**config.mk**
```make
export PLATFORM = sky130hd
export DESIGN_NAME = downcount_seq_monitor
export DESIGN_NICKNAME = d
export VERILOG_FILES = /design/src/rtl/downcount_mon_pkg.sv /design/src/rtl/wrap_event_counter.sv /design/src/rtl/downcount_seq_monitor.sv
export SDC_FILE = /design/constraint.sdc
export NUM_CORES = 1
export LEC_CHECK = 0
export BUFFER_PORTS_ARGS = -buffer_cell sky130_fd_sc_hd__buf_2
export CAP_MARGIN = 0
export CORE_MARGIN = 8
export CORE_UTILIZATION = 24
export DETAILED_ROUTE_END_ITERATION = 12
export GPL_TIMING_DRIVEN = 0
export PLACE_DENSITY = 0.46
export SLEW_MARGIN = 10
export SYNTH_ARGS = -nofsm -noshare
export SYNTH_HDL_FRONTEND = slang
export SYNTH_SLANG_ARGS = --single-unit
```
**constraint.sdc**
```tcl
create_clock -name clk -period 2.4 [get_ports clk]
set_clock_uncertainty 0.1 [all_clocks]
set_input_delay 0.24 -clock clk [delete_from_list [all_inputs] [get_ports clk]]
set_output_delay 0.24 -clock clk [all_outputs]
set_load 0.01 [all_outputs]
```
**src/rtl/downcount_mon_pkg.sv**
```systemverilog
// rtl/downcount_mon_pkg.sv - shared types and helpers for the down-counter sequence monitor
package downcount_mon_pkg;

  localparam int CNT_W = 4;

  typedef enum logic [1:0] {
    INIT  = 2'b00,
    TRACK = 2'b01,
    ERROR = 2'b10
  } state_t;

  typedef enum logic [1:0] {
    ERR_NONE = 2'b00,
    ERR_HOLD = 2'b01,
    ERR_STEP = 2'b10,
    ERR_RST  = 2'b11
  } err_code_t;

  // Underflow is the only legal step that lands on all-ones from zero.
  function automatic logic is_wrap(input logic [CNT_W-1:0] pq, input logic [CNT_W-1:0] cq);
    return (pq == '0) && (cq == '1);
  endfunction

endpackage

```
**src/rtl/wrap_event_counter.sv**
```systemverilog
// rtl/wrap_event_counter.sv - saturating event counter for detected underflow wraps
module wrap_event_counter #(
  parameter int W = 8
) (
  input  logic         clk,
  input  logic         resetn,
  input  logic         inc,
  output logic [W-1:0] count,
  output logic         sat
);

  assign sat = &count;

  always_ff @(posedge clk) begin
    if (!resetn) begin
      count <= '0;
    end else if (inc && !sat) begin
      count <= count + 1'b1;
    end
  end

endmodule

```
**src/rtl/downcount_seq_monitor.sv**
```systemverilog
// rtl/downcount_seq_monitor.sv - checks a 4-bit down-counter's sequence, counts wraps, latches first error
module downcount_seq_monitor
  import downcount_mon_pkg::*;
#(
  parameter int               WRAP_W    = 8,
  parameter logic [CNT_W-1:0] RESET_VAL = 4'b0000
) (
  input  logic              clk,
  input  logic              reset,
  input  logic              cnt_rst,
  input  logic              en,
  input  logic              q1,
  input  logic              q2,
  input  logic              q3,
  input  logic              q4,
  input  logic              clr_err,
  output logic              wrap_pulse,
  output logic              zero_flag,
  output logic [WRAP_W-1:0] wrap_count,
  output logic              wrap_sat,
  output logic              err,
  output logic [1:0]        err_code
);

  state_t           state, state_nxt;
  err_code_t        cause;
  logic [CNT_W-1:0] cur, prev_q, exp_q;
  logic             prev_en, prev_rst;
  logic             mismatch, wrap_det;
  logic             err_nxt;
  logic [1:0]       code_nxt;

  assign cur      = {q4, q3, q2, q1};
  assign mismatch = (cur != exp_q);

  // Expected sample follows the counter's own priority: reset, then enable, then hold.
  always_comb begin
    exp_q = prev_q;
    cause = ERR_HOLD;
    if (prev_rst) begin
      exp_q = RESET_VAL;
      cause = ERR_RST;
    end else if (prev_en) begin
      exp_q = prev_q - 1'b1;
      cause = ERR_STEP;
    end
  end

  always_ff @(posedge clk) begin
    if (!reset) begin
      state <= INIT;
    end else begin
      state <= state_nxt;
    end
  end

  always_comb begin
    state_nxt = state;
    err_nxt   = err;
    code_nxt  = err_code;
    wrap_det  = 1'b0;
    case (state)
      INIT:  state_nxt = TRACK;
      TRACK: begin
        if (mismatch) begin
          state_nxt = ERROR;
          err_nxt   = 1'b1;
          code_nxt  = cause;
        end else if (is_wrap(prev_q, cur) && prev_en && !prev_rst) begin
          wrap_det = 1'b1;
        end
      end
      ERROR:   state_nxt = ERROR;
      default: state_nxt = INIT;
    endcase
    // Re-arming beats any mismatch seen on the same edge.
    if (clr_err) begin
      state_nxt = INIT;
      err_nxt   = 1'b0;
      code_nxt  = ERR_NONE;
      wrap_det  = 1'b0;
    end
  end

  always_ff @(posedge clk) begin
    if (!reset) begin
      prev_q     <= '0;
      prev_en    <= 1'b0;
      prev_rst   <= 1'b0;
      zero_flag  <= 1'b0;
      wrap_pulse <= 1'b0;
      err        <= 1'b0;
      err_code   <= ERR_NONE;
    end else begin
      prev_q     <= cur;
      prev_en    <= en;
      prev_rst   <= cnt_rst;
      zero_flag  <= (cur == '0);
      wrap_pulse <= wrap_det;
      err        <= err_nxt;
      err_code   <= code_nxt;
    end
  end

  wrap_event_counter #(
    .W(WRAP_W)
  ) u_wrap_cnt (
    .clk    (clk),
    .resetn (reset),
    .inc    (wrap_det),
    .count  (wrap_count),
    .sat    (wrap_sat)
  );

endmodule

```
# After elaboration in Yosys (flattened, before gate mapping)
# Cells that the tools add are included.
dict set report totals {
  out_inout_bits 14
  wordCells 39
  inputBits 9
  register_bits 21
}
dict set report classes {
  n_reduce_logical 12
  eq_ne 5
  mux 10
  bitwise 1
  n_addsub 2
}
# operator count
set ops {}
lappend ops {{adder 8 x 1 -> 8 bit (second input constant)} 1}
lappend ops {{logical NOT 4 bit} 2}
lappend ops {{two-way mux 4 bit} 2}
lappend ops {{AND reduction 8 bit} 1}
lappend ops {{two-way mux 2 bit} 3}
lappend ops {{case mux 2 bit (3 select lines)} 1}
lappend ops {{equality test 4 bit (second input constant)} 1}
lappend ops {{logical AND 1 bit} 4}
lappend ops {{two-way mux 1 bit} 4}
lappend ops {{inequality test 4 bit} 1}
lappend ops {{subtractor 4 x 1 -> 4 bit (second input constant)} 1}
lappend ops {{equality test 2 x 1 -> 1 bit (second input constant)} 1}
lappend ops {{equality test 2 bit (second input constant)} 1}
lappend ops {{logical NOT 1 bit} 2}
lappend ops {{logical NOT 2 bit} 1}
lappend ops {{inequality test 2 bit (second input constant)} 1}
lappend ops {{AND reduction 2 bit} 1}
lappend ops {{OR reduction 2 bit} 1}
lappend ops {{inverter 1 bit} 1}

# Depth between registers and ports, before layout
dict set report depth {
  ltp_word 9
  mapped_depth 10
}

# Hierarchy
# Synthesis repeated with hierarchy kept, for this count alone.
dict set report unflattened {
  cells_unflattened 117
  area_unflattened_um2 1097.3
}
# module cells_each seq_area_each_um2 area_per_inst_um2 n_inst
set by_module_without_submodules {}
lappend by_module_without_submodules {downcount_seq_monitor 68 260.2 681.9 1}
lappend by_module_without_submodules {wrap_event_counter 49 160.2 415.4 1}

# Worst setup path after synthesis
# Ideal clock, no wire load.
dict set report synth_path {
  kind {flip-flop to flip-flop}
  startpoint {register u_wrap_cnt.count[0]}
  endpoint {register u_wrap_cnt.count[7]}
  setup_slack_ps -336
  stages_incl_launch_ff 9
  t_required_ps 2185
  setup_ps 115
  t_arrival_ps 2521
  period_less_slack_ps 2736
  path_cell_list {dfxtp_1 > ha_1 > and4_1 > and4_1 > buf_4 > or4_1 > or4_4 > o31a_1 > o21a_1}
}
dict set report synth_via {
  elab_chain_len 3
  elab_cells_between_ends 4
}
# item line
set synth_rtl {}
lappend synth_rtl {{start: declaration} wrap_event_counter.sv:8} ;# output logic [W-1:0] count,
lappend synth_rtl {{start signal: assignment} wrap_event_counter.sv:18} ;# count <= count + 1'b1;
lappend synth_rtl {{AND reduction 8 bit} wrap_event_counter.sv:12} ;# assign sat = &count;
lappend synth_rtl {{via wrap_sat} downcount_seq_monitor.sv:20} ;# output logic wrap_sat,
lappend synth_rtl {{logical NOT 1 bit} wrap_event_counter.sv:17} ;# end else if (inc && !sat) begin
lappend synth_rtl {{logical AND 1 bit} wrap_event_counter.sv:17}
# The timed path passes the listed nets, and every way through them passes these cells.
# A chain may end at the register's enable or synchronous reset.

# Final worst setup path
dict set report layout_path {
  startpoint {register prev_q[2]}
  endpoint {register u_wrap_cnt.count[5]}
}
dict set report layout_via {
  elab_chain_len 9
  elab_cells_between_ends 13
}
# item line
set layout_rtl {}
lappend layout_rtl {{start: declaration} downcount_seq_monitor.sv:27} ;# logic [CNT_W-1:0] cur, prev_q, exp_q;
lappend layout_rtl {{start signal: assignment} downcount_seq_monitor.sv:95} ;# prev_q <= cur;
lappend layout_rtl {{parallel branches: the longest is 5 deep, another holds subtractor 4 x 1 -> 4 bit} n/a}
lappend layout_rtl {{two-way mux 1 bit (*)} downcount_seq_monitor.sv:65} ;# if (mismatch) begin
lappend layout_rtl {{two-way mux 1 bit (*)} downcount_seq_monitor.sv:62} ;# case (state)
lappend layout_rtl {{two-way mux 1 bit (*)} downcount_seq_monitor.sv:77} ;# if (clr_err) begin
lappend layout_rtl {{logical AND 1 bit (*)} wrap_event_counter.sv:17}
# Mark *: on every way between the ends.

==> impl_metrics.ini <==
[outcome]
run_status = finished, violations left
violations = setup timing

[grt]
grt_max_degree = 12
first_global_vias = 1031
globalRouteTotalUtil_pct = 8.20
globalRoute.totalOverflow = 0
grt_pass1_wl_um = 4780
number_of_antenna_violations_at_the_first_check_in_global_routing = 0

[placed_design]
gpl.final_weighted_congestion = 0.764
place_area_um2 = 1330
placed_cells = 201
io_buffers = 22
worst_slack_after_detailed_placement_ns = -0.324
detailed_placement_hpwl_um = 2140

[critical_path]
critical_path_arrival_ns = 2.79
maximum_fanout_along_the_worst_path = 5
setup.worst_path.end_class = flip-flop
timing.critical_path.slowest_stage_cell = or4_4
slowest_stage_delay_cp_ns = 0.53
criticalPathCategory = flip-flop to flip-flop
worstPathBufferInverterCount = 0
worst-path-stages = 6
critical_path.cell_chain = or2_1 -> or4_4 -> or4_4 -> or4_4 -> or3_1 -> a21oi_2
reg2regPathDepth = 6
crit_path_frequent_cell = or4_4
cp_top_family = simple AND/OR/NAND/NOR gates
timing.critical_path.from_type = flip-flop
regToRegStartpoint = prev_q[2]$_SDFF_PN0_
rrSetupSlack_ns = -0.29
worstReg2RegEnd = u_wrap_cnt.count[5]$_SDFFE_PN0P_
worstPathRequired_ns = 2.50

[die]
start_util_pct = 24.4
die-height_um = 84.5
io_pins = 23
floorplan.rows = 25
die_w_um = 84.5
die-area_um2 = 7150
core_area_um2 = 4630

[synthesis]
ys_seq_area_share_pct = 37.3
mean_post_synth_cell_area_um2 = 9.02
synth-seq-cells = 21
yosysUniqueCellTypes = 39
synth_area_um2 = 1130
synth_fp_nets = 139
synth.yosys.warnings = 0
post_synth_inst_count = 125

[finish]
seq_cell_area_um2 = 429
post-route-cell-area_um2 = 1440
multi_input_area_um2 = 678
mostFrequentLayoutCells = buf_2, dfxtp_1, and2_1, a21oi_1, buf_4
final_common_cell = buf_2
n_fill_cell = 507
finalNetCount = 169
antenna-diode-count = 0
areaGrowthSynthToFinish_pct = 27.6
instances_no_fill = 208
final_layout_size_suffix_gt1_share_pct = 37.0

[pwr]
ir_worst_vdd_v = 0.000174
cellPowerDensity_nw_per_um2 = 481
leakagePower_nw = 0.550

[timing]
worstMarginPinSlew_ns = 0.469
max_clock_freq_mhz = 372
timing.max_slew.rel_slack_pct = 68.4
max_slew_violation_total_from_the_final_report = 0
timing_hold_violations_final = 0
timing.final.crit_period_ns = 2.69
finalSetupViolCount = 12
rsz0062_at_grt = yes
post-route-period-util_pct = 112
post_layout_worst_setup_margin_ns = -0.286

[detailed_routing]
drc = 0
dr.pass1.iters = 4
totalWireLength_um = 2830
routed-via-count = 998
drt_iter0_markers = 56
detail_route.vias_per_cell = 4.80
postRouteAntennaNets = 0
detail_route.wl_per_cell_um = 13.6

[worst_hold_path]
worst_hold_path.endpoint = prev_en$_SDFF_PN0_
hold_path.class = primary input to flip-flop
holdCritStartpoint = en
worst_hold_path.num_cells = 2

[cts]
clk_root_buffer_cell = clkbuf_8
cts_tree = yes
clk_transition_reported_paths_ns = 0.08
num_clock_sinks = 21
total_cts_buffers = 3
clock_tree.buffer_depth = 2
clock_tree.htree_level_count = 1
clock_insertion_delay_worst_skew_ns = 0.26

[job]
max_cap_viol_count = 0
stage by stage:
step / TNS [ns] / power [mW] / util, % / hold WS, ns
after floorplan: -0.444 / 0.430 / - / 0.262
after detailed placement: -3.02 / 0.459 / 28.8 / 0.353
after CTS: -1.58 / 0.703 / 30.8 / 0.0802
after global routing: -3.23 / 0.726 / 31.1 / 0.0815
final: -1.58 / 0.693 / 31.1 / 0.0814
after global placement: -2.63 / 0.456 / 28.8 / 0.342
state kept, by name, summed over array words and instances (netlist names):
name and cells:
prev_rst 1, prev_en 1, prev_q 4, u_wrap_cnt.count 8, err_code 2, zero_flag 1, wrap_pulse 1, err 1
state 2
layer usage:
layer / global-route usage, % / part of all wire (%) / vias to the layer above / wire [um]
met3: 2.15 / 3.2 / 4 / 90
met2: 13.7 / 46 / 17 / 1320
met4: 2.91 / 1.0 / 0 / 29
met5: 0 / 0 / - / 0
met1: 9.84 / 49 / 469 / 1400
li1: - / - / 508 / -
worst max-delay path by stage:
stage | start | slack (ns) | endpoint
4_1_cts | prev_q[2]$_SDFF_PN0_ | -0.25 | u_wrap_cnt.count[5]$_SDFFE_PN0P_
3_3_place_gp | state[1]$_SDFFE_PP0P_ | -0.30 | u_wrap_cnt.count[4]$_SDFFE_PN0P_
6_report | prev_q[2]$_SDFF_PN0_ | -0.29 | u_wrap_cnt.count[5]$_SDFFE_PN0P_
3_5_place_dp | state[1]$_SDFFE_PP0P_ | -0.32 | u_wrap_cnt.count[1]$_SDFFE_PN0P_
5_1_grt | prev_q[2]$_SDFF_PN0_ | -0.36 | u_wrap_cnt.count[5]$_SDFFE_PN0P_
2_1_floorplan | u_wrap_cnt.count[0]$_SDFFE_PN0P_ | -0.20 | u_wrap_cnt.count[7]$_SDFFE_PN0P_
report_power, final:
part           internal [mW]  switching (mW)
logic                 0.0429          0.0527
registers              0.357         0.00533
clock network          0.118           0.117
total                  0.518           0.175
logic make-up (layout without fill, tap and decap cells):
group | after synthesis | count (layout) | synth area share (%)
AND/OR/NAND/NOR | 52 | 52 | 30.2
adder cells (fa/ha/maj) | 5 | 5 | 5.55
multiplexers | 1 | 1 | 0.888
XOR/XNOR | 4 | 4 | 3.11
AO/OA/AOI/OAI | 27 | 27 | 16.0
buffers and inverters | 15 | 44 | 6.99
flip-flops | 21 | 21 | 37.3
synth_stat cells, drive strengths merged:
cell type	number	area, um^2
a21bo	1	10.0
a21oi	9	45.0
a311oi	2	17.5
a31oi	1	6.26
and2	8	50.1
and3b	1	8.76
and4	3	26.3
buf	4	37.5
clkbuf	4	15.0
dfxtp	21	420
ha	5	62.6
inv	7	26.3
mux2i	1	10.0
nand2	4	15.0
nand2b	3	26.3
nand3	3	15.0
nand3b	2	15.0
nand4	2	12.5
nand4b	2	17.5
nor2	5	18.8
nor2b	2	12.5
nor3	1	5.00
nor4	3	18.8
nor4b	1	8.76
o21a	4	30.0
o21ai	4	20.0
o31a	3	26.3
o31ai	1	7.51
o41ai	2	17.5
or2	1	6.26
or3	5	32.5
or4	6	51.3
xnor2	3	26.3
xor2	1	8.76
repair_timing:
item | 4_1_cts | 5_1_grt
hold buffers | 0 | 0
pin swaps | 2 | 0
endpoints found under the setup margin | 14 | 14
gates resized for setup | 13 | 3
buffers inserted | 5 | 0
worst reg2reg max path: cells and delay by family, from the launching register on:
family,cells,cell delay (ns)
flops,1,0.32
compound gates,1,0.11
simple gates,5,2.08
final cells by class:
| type | instances | area share [%] |
|---|---|---|
| buffer | 6 | 3.13 |
| clock buffer | 4 | 3.13 |
| sequential | 21 | 29.8 |
| inverter | 7 | 1.83 |
| timing repair buffer | 27 | 10.3 |
| multi-input combinational | 89 | 47.1 |
| tap | 54 | 4.70 |
No activity file was read; power rests on OpenSTA's default activity.
